===== config.mk =====
export PLATFORM = sky130hd
export DESIGN_NAME = iter_divider
export DESIGN_NICKNAME = d
export VERILOG_FILES = /design/src/rtl/div_pkg.sv /design/src/rtl/div_step.sv /design/src/rtl/iter_divider.sv
export SDC_FILE = /design/constraint.sdc
export NUM_CORES = 1
export LEC_CHECK = 0
export CAP_MARGIN = 20
export CORE_ASPECT_RATIO = 1.25
export CORE_MARGIN = 1
export CORE_UTILIZATION = 50
export CTS_BUF_LIST = sky130_fd_sc_hd__clkbuf_8 sky130_fd_sc_hd__clkbuf_16
export CTS_CLUSTER_DIAMETER = 80
export DETAILED_ROUTE_END_ITERATION = 7
export PLACE_DENSITY = 0.76
export REMOVE_ABC_BUFFERS = 1
export SLEW_MARGIN = 20
export SYNTH_ARGS = -nofsm -noshare
export SYNTH_HDL_FRONTEND = slang
export SYNTH_HIERARCHICAL = 1
export SYNTH_SLANG_ARGS = --single-unit
export TNS_END_PERCENT = 1

===== constraint.sdc =====
create_clock -name clk -period 4.1 [get_ports clk]
set_clock_uncertainty 0.1 [all_clocks]
set_input_delay 0.82 -clock clk [delete_from_list [all_inputs] [get_ports clk]]
set_output_delay 0.82 -clock clk [all_outputs]
set_load 0.02 [all_outputs]

===== src/rtl/div_pkg.sv =====
// Shared types and helpers for the iterative divider.
package div_pkg;

  typedef enum logic [1:0] {
    IDLE  = 2'd0,
    CALC  = 2'd1,
    FIXUP = 2'd2,
    DONE  = 2'd3
  } div_state_t;

  function automatic int calc_steps(input int width, input int bits_per_cycle);
    return width / bits_per_cycle;
  endfunction

endpackage


===== src/rtl/div_step.sv =====
// One restoring-division step: shift in a dividend bit, subtract divisor if it fits.
module div_step #(
  parameter int WIDTH = 32
) (
  input  logic [WIDTH-1:0] rem_in,
  input  logic [WIDTH-1:0] divisor,
  input  logic             bit_in,
  output logic [WIDTH-1:0] rem_out,
  output logic             q_bit
);

  logic [WIDTH-1:0] shifted;

  // rem_in[WIDTH-1] is the implicit carry out of the shift; if set, the
  // shifted value always exceeds the divisor and the modular subtract is exact.
  assign shifted = {rem_in[WIDTH-2:0], bit_in};
  assign q_bit   = rem_in[WIDTH-1] | (shifted >= divisor);
  assign rem_out = q_bit ? (shifted - divisor) : shifted;

endmodule


===== src/rtl/iter_divider.sv =====
// Iterative signed/unsigned restoring divider, BITS_PER_CYCLE quotient bits per clock.
// Optional DIV_ZERO_FLAG_EN: adds div_zero port and a fast divide-by-zero path.
//
// state | meaning
// IDLE  | ready, waiting for start
// CALC  | restoring steps, step_cnt counts down to 0
// FIXUP | apply result signs, load output registers
// DONE  | done pulse for one cycle
module iter_divider
  import div_pkg::*;
#(
  parameter int WIDTH          = 32,
  parameter int BITS_PER_CYCLE = 1
) (
  input  logic             clk,
  input  logic             reset,
  input  logic             start,
  input  logic             is_signed,
  input  logic [WIDTH-1:0] dividend,
  input  logic [WIDTH-1:0] divisor,
  output logic             ready,
  output logic             done,
  output logic [WIDTH-1:0] quotient,
  output logic [WIDTH-1:0] remainder
`ifdef DIV_ZERO_FLAG_EN
  ,
  output logic             div_zero
`endif
);

  localparam int N     = calc_steps(WIDTH, BITS_PER_CYCLE);
  localparam int CNT_W = $clog2(N);

  div_state_t state_q, state_d;

  logic [WIDTH-1:0] quo_q, rem_q, dvs_q;
  logic [CNT_W-1:0] step_cnt;
  logic             neg_quo_q, neg_rem_q;

  logic             dvd_neg, dvs_neg, dvs_zero;
  logic [WIDTH-1:0] dvd_mag, dvs_mag;

  logic [WIDTH-1:0]          rem_chain [BITS_PER_CYCLE+1];
  logic [BITS_PER_CYCLE-1:0] q_bits;

  assign dvd_neg  = is_signed & dividend[WIDTH-1];
  assign dvs_neg  = is_signed & divisor[WIDTH-1];
  assign dvs_zero = (divisor == '0);
  assign dvd_mag  = dvd_neg ? (~dividend + 1'b1) : dividend;
  assign dvs_mag  = dvs_neg ? (~divisor + 1'b1) : divisor;

  assign rem_chain[0] = rem_q;

  for (genvar i = 0; i < BITS_PER_CYCLE; i++) begin : g_step
    div_step #(.WIDTH(WIDTH)) u_step (
      .rem_in  (rem_chain[i]),
      .divisor (dvs_q),
      .bit_in  (quo_q[WIDTH-1-i]),
      .rem_out (rem_chain[i+1]),
      .q_bit   (q_bits[BITS_PER_CYCLE-1-i])
    );
  end

  always_ff @(posedge clk) begin
    if (!reset) state_q <= IDLE;
    else        state_q <= state_d;
  end

  always_comb begin
    state_d = state_q;
    ready   = 1'b0;
    done    = 1'b0;
    case (state_q)
      IDLE: begin
        ready = 1'b1;
        if (start) begin
`ifdef DIV_ZERO_FLAG_EN
          state_d = dvs_zero ? DONE : CALC;
`else
          state_d = CALC;
`endif
        end
      end
      CALC:    if (step_cnt == '0) state_d = FIXUP;
      FIXUP:   state_d = DONE;
      DONE: begin
        done    = 1'b1;
        state_d = IDLE;
      end
      default: state_d = IDLE;
    endcase
  end

  always_ff @(posedge clk) begin
    if (!reset) begin
      quo_q     <= '0;
      rem_q     <= '0;
      dvs_q     <= '0;
      step_cnt  <= '0;
      neg_quo_q <= 1'b0;
      neg_rem_q <= 1'b0;
      quotient  <= '0;
      remainder <= '0;
`ifdef DIV_ZERO_FLAG_EN
      div_zero  <= 1'b0;
`endif
    end else begin
      case (state_q)
        IDLE: if (start) begin
          quo_q     <= dvd_mag;
          rem_q     <= '0;
          dvs_q     <= dvs_mag;
          step_cnt  <= CNT_W'(N - 1);
          // A zero divisor must leave the all-ones quotient untouched.
          neg_quo_q <= (dvd_neg ^ dvs_neg) & ~dvs_zero;
          neg_rem_q <= dvd_neg;
`ifdef DIV_ZERO_FLAG_EN
          div_zero  <= dvs_zero;
          if (dvs_zero) begin
            quotient  <= '0;
            remainder <= dividend;
          end
`endif
        end
        CALC: begin
          quo_q <= {quo_q[WIDTH-BITS_PER_CYCLE-1:0], q_bits};
          rem_q <= rem_chain[BITS_PER_CYCLE];
          if (step_cnt != '0) step_cnt <= step_cnt - 1'b1;
        end
        FIXUP: begin
          quotient  <= neg_quo_q ? (~quo_q + 1'b1) : quo_q;
          remainder <= neg_rem_q ? (~rem_q + 1'b1) : rem_q;
        end
        default: ;
      endcase
    end
  end

endmodule


==> flow_summary_export.csv, run 1 <==
group,metric,value,unit
logic_synthesis,syn_area,11600,um2
route,drtPass1Iterations,7,
logic_synthesis,synth_top_family_by_area,"compound AO/OA/AOI/OAI gates",
logic_synthesis,syn_area_per_cell,7.81,um2
outcome,status,"finished with violations",
logic_synthesis,yosysSeqAreaShare,0.292,
sta,timing.final.ws_setup,617,ps
cells_and_area,drive_above_1_share,0.0809,
power_and_ir_drop,p_per_area,609,nW/um2
worst_setup_path,critPathLaunchType,"flip-flop",
power_and_ir_drop,power.leakage,5.15,nW
worst_setup_path,critPathTopFamily,"compound AO/OA/AOI/OAI gates",
worst_setup_path,cp.required,4380,ps
logic_synthesis,synthSimpleGateAreaFrac,0.212,
grt,groute.layer.met3.usage,0.0374,
route,vias,11300,
cts,clock_path_buffers,2,
sta,final.setup.tns,0,ps
logic_synthesis,ys_ff_latch,169,
outcome,violations,"DRC",
cts,cts_sinks,169,
route,ant_nets,0,
sta,worstMarginPinSlew,988,ps
worst_setup_path,cp_num_buf_inv,3,
logic_synthesis,async_reset_ff_frac,0,
placed_design,hpwlAfterDp,25700,um
sta,finalSetupViolCount,0,
floorplanning,coreArea,22500,um2
cells_and_area,num-nets-final,1679,
worst_setup_path,worstPathMaxFanout,32,
route,drt_iter0_drc,716,
worst_setup_path,endpoint_kind,"flip-flop",
placed_design,portBuffers,133,
cts,insertion_delay,440,ps
grt,grt_use_met1,0.301,
cells_and_area,final_cell_area,13600,um2
cts,cts_resized,0,
cts,cts_setup_buffers,0,
logic_synthesis,synthAdderAreaFrac,0.0460,
cts,tritoncts,"done",
cells_and_area,area_growth_syn_to_layout,17.7,%
placed_design,pre_cts_slack,635,ps
route,drcViolationCount,6,
logic_synthesis,synth-xor-area-share,0.0967,
sta,rsz0062_at_grt,"false",
floorplanning,start_util,0.515,
grt,grt_first_pass_wirelength,54000,um
logic_synthesis,synth_flop_cell,"dfxtp_1",
floorplanning,rows,61,
cells_and_area,final_util,0.606,
placed_design,place_inst,1833,
placed_design,placed_cell_area,13100,um2
floorplanning,dieArea,23800,um2
logic_synthesis,synth_edf_count,0,
worst_setup_path,cpMostUsedCell,"nor2_1",
sta,finalHoldViolations,0,
sta,finalCriticalPeriod,3480,ps
grt,grt_overflow,0,
sta,relSlewSlack,0.339,
cts,path_clk_slew,60,ps
power_and_ir_drop,vdd_drop_max,0.312,mV
worst_hold_path,hold_class,"reg -> reg",
sta,worst_hold_slack,346,ps
logic_synthesis,ys_types,88,
cts,ctsHoldBuffers,0,
sta,fmax,0.287,GHz
flow_run,max-cap-violations,0,
logic_synthesis,syn-instance-count,1484,
grt,grtUsageTotal,0.286,
cts,cts_root_buf,"clkbuf_16",
floorplanning,io_pins,134,
cts,ctsHtreeMaxLevel,4,
floorplanning,die_h,172,um
grt,grt_busiest_layer,"met2",
grt,grt_pass1_vias,10700,
worst_setup_path,slowest_delay,430,ps
cts,cts_inserted_buffers,17,
logic_synthesis,synth_compound_area_frac,0.280,
cells_and_area,stdcell_count,1865,
logic_synthesis,synth.area.mux_share,0.0168,
grt,grt_antenna_before_repair,0,
placed_design,gp_congestion,0.958,
route,via_per_inst,6.05,
cells_and_area,n_antenna_cell,0,
sta,final_max_slew_viol_count,0,
floorplanning,die_w,138,um
worst_setup_path,crit_chain,"inv_1 -> ha_1 -> fa_1 -> nand2b_1 -> a21oi_2 -> o21ai_0 -> a31oi_1 -> o31ai_1 -> and2_4 -> inv_2 -> buf_4 -> nor2_1 -> a21oi_1 -> a22oi_1 -> nor2_1",
logic_synthesis,yosysWarnings,6,
grt,use_met2,0.551,
route,wl_per_cell,18.2,um
worst_setup_path,cp.arrival,3760,ps
sta,period_share,0.850,
worst_setup_path,slowest_stage,"inv_2",
route,totalWireLength,33900,um
worst_setup_path,path_class,"reg -> reg",
power_and_ir_drop,finalPower,8.31,mW
grt,grt_max_degree,57,
[cell usage in the layout (no fill, tap or decap), types with 14 or more instances in the layout]
cell / netlist / layout
a21oi_1: 133 / 133
buf_4: 2 / 26
dfxtp_1: 169 / 169
o21ai_1: 30 / 30
a211oi_1: 28 / 28
mux2i_1: 15 / 14
nor4_1: 15 / 15
o31ai_1: 28 / 28
o41ai_1: 15 / 15
xnor2_1: 39 / 39
nor2_1: 162 / 160
ha_1: 41 / 40
xor2_1: 89 / 89
a22oi_1: 32 / 32
nand3_1: 33 / 33
o21ai_0: 86 / 86
clkbuf_16: 0 / 17
clkdlybuf4s50_1: 0 / 132
inv_1: 60 / 60
a31oi_1: 14 / 14
nor3_1: 22 / 22
or3_1: 18 / 18
nand2_1: 125 / 125
[cells by family after synthesis]
| kind of cell | count (synthesis) |
|---|---|
| compound gates | 485 |
| simple gates | 485 |
| flops | 169 |
| buf+inv | 157 |
| xor+xnor | 128 |
| fa+ha+maj | 42 |
| mux | 18 |
[area by class of cell]
cell class,count,area (um2)
fill,2115,8880
multi-input combinational,1158,7570
sequential,169,3380
timing repair buffer,160,1540
clock buffer,18,439
tap,283,354
inverter,63,236
clock inverter,14,119
[cells in the mapped netlist (12+ instances only)]
| cell | n | area, um2 |
|---|---|---|
| a211oi_1 | 28 | 210 |
| a21o_1 | 12 | 90.1 |
| a21oi_1 | 133 | 666 |
| a22oi_1 | 32 | 240 |
| a31oi_1 | 14 | 87.6 |
| buf_2 | 13 | 65.1 |
| clkbuf_1 | 70 | 263 |
| dfxtp_1 | 169 | 3380 |
| ha_1 | 41 | 513 |
| inv_1 | 60 | 225 |
| mux2i_1 | 15 | 150 |
| nand2_1 | 125 | 469 |
| nand2b_1 | 12 | 75.1 |
| nand3_1 | 33 | 165 |
| nor2_1 | 162 | 608 |
| nor2b_1 | 12 | 75.1 |
| nor3_1 | 22 | 110 |
| nor4_1 | 15 | 93.8 |
| o21ai_0 | 86 | 430 |
| o21ai_1 | 30 | 150 |
| o31ai_1 | 28 | 210 |
| o41ai_1 | 15 | 131 |
| or3_1 | 18 | 113 |
| or4_1 | 12 | 90.1 |
| xnor2_1 | 39 | 342 |
| xor2_1 | 89 | 780 |
[per-layer routing]
| layer | wire [um] | vias up | part of all wire |
|---|---|---|---|
| li1 | - | 5564 | - |
| met1 | 13200 | 5333 | 0.39 |
| met2 | 17700 | 295 | 0.52 |
| met3 | 1140 | 100 | 0.034 |
| met4 | 1790 | 0 | 0.053 |
| met5 | 0 | - | 0 |
[power breakdown]
part	switching, mW	internal [mW]
registers	0.401	2.01
clock network	0.742	0.808
logic	2.67	1.67
total	3.82	4.49
[registers in the layout, indices dropped and copies added (netlist names)]
| register | flops |
|---|---|
| dvs_q | 32 |
| neg_quo_q | 1 |
| neg_rem_q | 1 |
| quo_q | 32 |
| quotient | 32 |
| rem_q | 32 |
| remainder | 32 |
| state_q | 2 |
| step_cnt | 5 |
[worst paths after layout]
| path | depth (start not counted) | to | slack [ps] | startpoint |
|---|---|---|---|---|
| setup / recovery | 15 | rem_q[16] | 620 | quo_q[31] |
| hold reg to reg | 2 | remainder[15] | 350 | remainder[15] |
| hold / removal | 2 | remainder[15] | 350 | remainder[15] |
| setup reg to reg | 15 | rem_q[16] | 620 | quo_q[31] |
[worst min-delay path, delay by kind of cell (launching register included)]
| family | cells | cell delay (ps) |
|---|---|---|
| DFF | 1 | 310 |
| and+or+nand+nor | 1 | 50 |
| AOI/OAI and AO/OA | 1 | 50 |
(Power assumes the default switching activity.)
==> run 2, diff against run 1 <==
clock period = 3.4 ns   (was 4.1 ns; I/O delays follow)
==> run 2 against run 1 <==
  * The run still ends with DRC left
  * Sequential share of layout area is 0.71 points lower
  * Worst hold slack better by 0.79 ps
  * Maximum frequency is 10% higher
  * Die area stayed put
  * Cell area is 2.9% higher
  * Power is 25% higher
  * Global-route usage is 0.57 points higher
  * Setup slack worse by 380 ps
  * Final cell count is 2.4% higher
  * Sequential cell count stayed put
  * Critical path depth is 3 lower
  * Routed wire length is 2.0% higher
==> flow_summary_export.csv, run 2 (same netlist as run 1, synthesis figures left out) <==
group,metric,value,unit
placed_design,portBuffers,133,
worst_setup_path,cp.depth,12,
flow_run,max-cap-violations,0,
route,drt_iter0_drc,680,
sta,finalSetupViolCount,0,
cts,cts_root_buf,"clkbuf_16",
cells_and_area,final_cell_mix,"dfxtp_1, nor2_1, a21oi_1",
grt,grt_first_pass_wirelength,55200,um
route,ant_nets,0,
worst_setup_path,cp.required,3610,ps
worst_hold_path,hold_class,"reg -> reg",
floorplanning,io_pins,134,
cts,tritoncts,"done",
cts,cts_sinks,169,
cts,cts_inserted_buffers,17,
worst_setup_path,cp.arrival,3370,ps
power_and_ir_drop,vdd_drop_max,0.407,mV
sta,final_max_slew_viol_count,0,
route,totalWireLength,34600,um
worst_hold_path,whs_path_depth,2,
placed_design,place_inst,1877,
power_and_ir_drop,p_per_area,740,nW/um2
floorplanning,die_w,138,um
cts,clock_path_buffers,2,
cells_and_area,final_util,0.624,
cells_and_area,mostFrequentLayoutCell,"dfxtp_1",
worst_setup_path,critPathLaunchType,"flip-flop",
route,via_per_inst,6.03,
cts,ctsHtreeMaxLevel,4,
floorplanning,rows,61,
placed_design,hpwlAfterDp,26300,um
sta,finalCriticalPeriod,3160,ps
route,drcViolationCount,6,
cts,cts_resized,0,
cts,cts_setup_buffers,0,
worst_setup_path,cp_num_buf_inv,1,
floorplanning,die_h,172,um
grt,grt_pass1_vias,11100,
route,drtPass1Iterations,7,
sta,fmax,0.316,GHz
placed_design,gp_congestion,0.950,
grt,grt_max_degree,49,
worst_setup_path,reg2reg_depth,12,
cells_and_area,n_antenna_cell,0,
sta,period_share,0.929,
power_and_ir_drop,power.leakage,5.39,nW
grt,grtUsageTotal,0.292,
sta,rsz0062_at_grt,"false",
cells_and_area,num-nets-final,1723,
worst_setup_path,slowest_delay,430,ps
worst_setup_path,critPathTopFamily,"compound AO/OA/AOI/OAI gates",
worst_setup_path,endpoint_kind,"flip-flop",
cells_and_area,drive_above_1_share,0.106,
sta,worstMarginPinSlew,710,ps
floorplanning,dieArea,23800,um2
worst_setup_path,slowest_stage,"a311oi_4",
route,vias,11500,
floorplanning,coreArea,22500,um2
grt,grt_overflow,0,
cts,path_clk_slew,70,ps
worst_setup_path,path_class,"reg -> reg",
worst_setup_path,cpMostUsedCell,"o31a_1",
floorplanning,start_util,0.515,
grt,grt_antenna_before_repair,0,
sta,relSlewSlack,0.526,
worst_setup_path,crit_chain,"inv_1 -> ha_1 -> nor2b_4 -> o31a_1 -> o21a_1 -> o31a_1 -> a311oi_4 -> o311a_1 -> xor2_1 -> a21oi_1 -> a22oi_1 -> nor2_1",
outcome,violations,"DRC",
cts,insertion_delay,440,ps
cts,ctsHoldBuffers,0,
outcome,status,"finished with violations",
route,wl_per_cell,18.1,um
worst_setup_path,worstPathMaxFanout,5,
cells_and_area,area_growth_syn_to_layout,21.1,%
power_and_ir_drop,finalPower,10.4,mW
sta,finalHoldViolations,0,
cells_and_area,stdcell_count,1909,
run 2: cell count changes in the layout (fill, tap and decap cells not counted), moves of 2 or more:
cell       change
buf_4         +44
clkbuf_8       +2
bufinv_16      +2
clkinv_2       -4
inv_6          +2
run 2: area by class of cell:
cell class | instances | area (um2)
clock buffer | 20 | 467
clock inverter | 12 | 154
fill | 1993 | 8480
inverter | 63 | 241
multi-input combinational | 1158 | 7580
sequential | 169 | 3380
tap | 283 | 354
timing repair buffer | 204 | 1860
run 2: worst paths after layout:
path | to | startpoint | slack [ps]
max | rem_q[25] | dvs_q[1] | 240
min | quotient[20] | quotient[20] | 350
max reg2reg | rem_q[25] | dvs_q[1] | 240
min reg2reg | quotient[20] | quotient[20] | 350
run 2: power by group:
group,internal (mW),total [mW],leakage (nW),switching (mW)
sequential,2.43,2.88,1.38,0.457
clock,1.17,2.05,0.304,0.877
combinational,2.14,5.46,3.71,3.32
total,5.74,10.4,5.39,4.65
run 2: layer usage:
metal	up-vias	global-route usage	wire, um
met5	-	0	0
met4	0	0.186	1930
met3	108	0.0310	1120
met2	342	0.568	18200
met1	5407	0.301	13400
li1	5658	-	-
run 2: per-stage QoR:
step	hold WS, ps	instance area (um2)	setup TNS (ps)	setup slack [ps]
2_1_floorplan	325	11200	-14580	-578
3_3_place_gp	338	13400	0	214
3_5_place_dp	340	13400	0	126
4_1_cts	351	14000	0	113
5_1_grt	376	14000	0	44.8
6_report	347	14000	0	240
run 2: worst reg2reg max path: stages (launching register included):
cell	delay (ps)
dfxtp_1	420
inv_1	70
ha_1	330
nor2b_4	140
o31a_1	290
o21a_1	190
o31a_1	310
a311oi_4	430
o311a_1	250
xor2_1	210
a21oi_1	100
a22oi_1	160
nor2_1	60
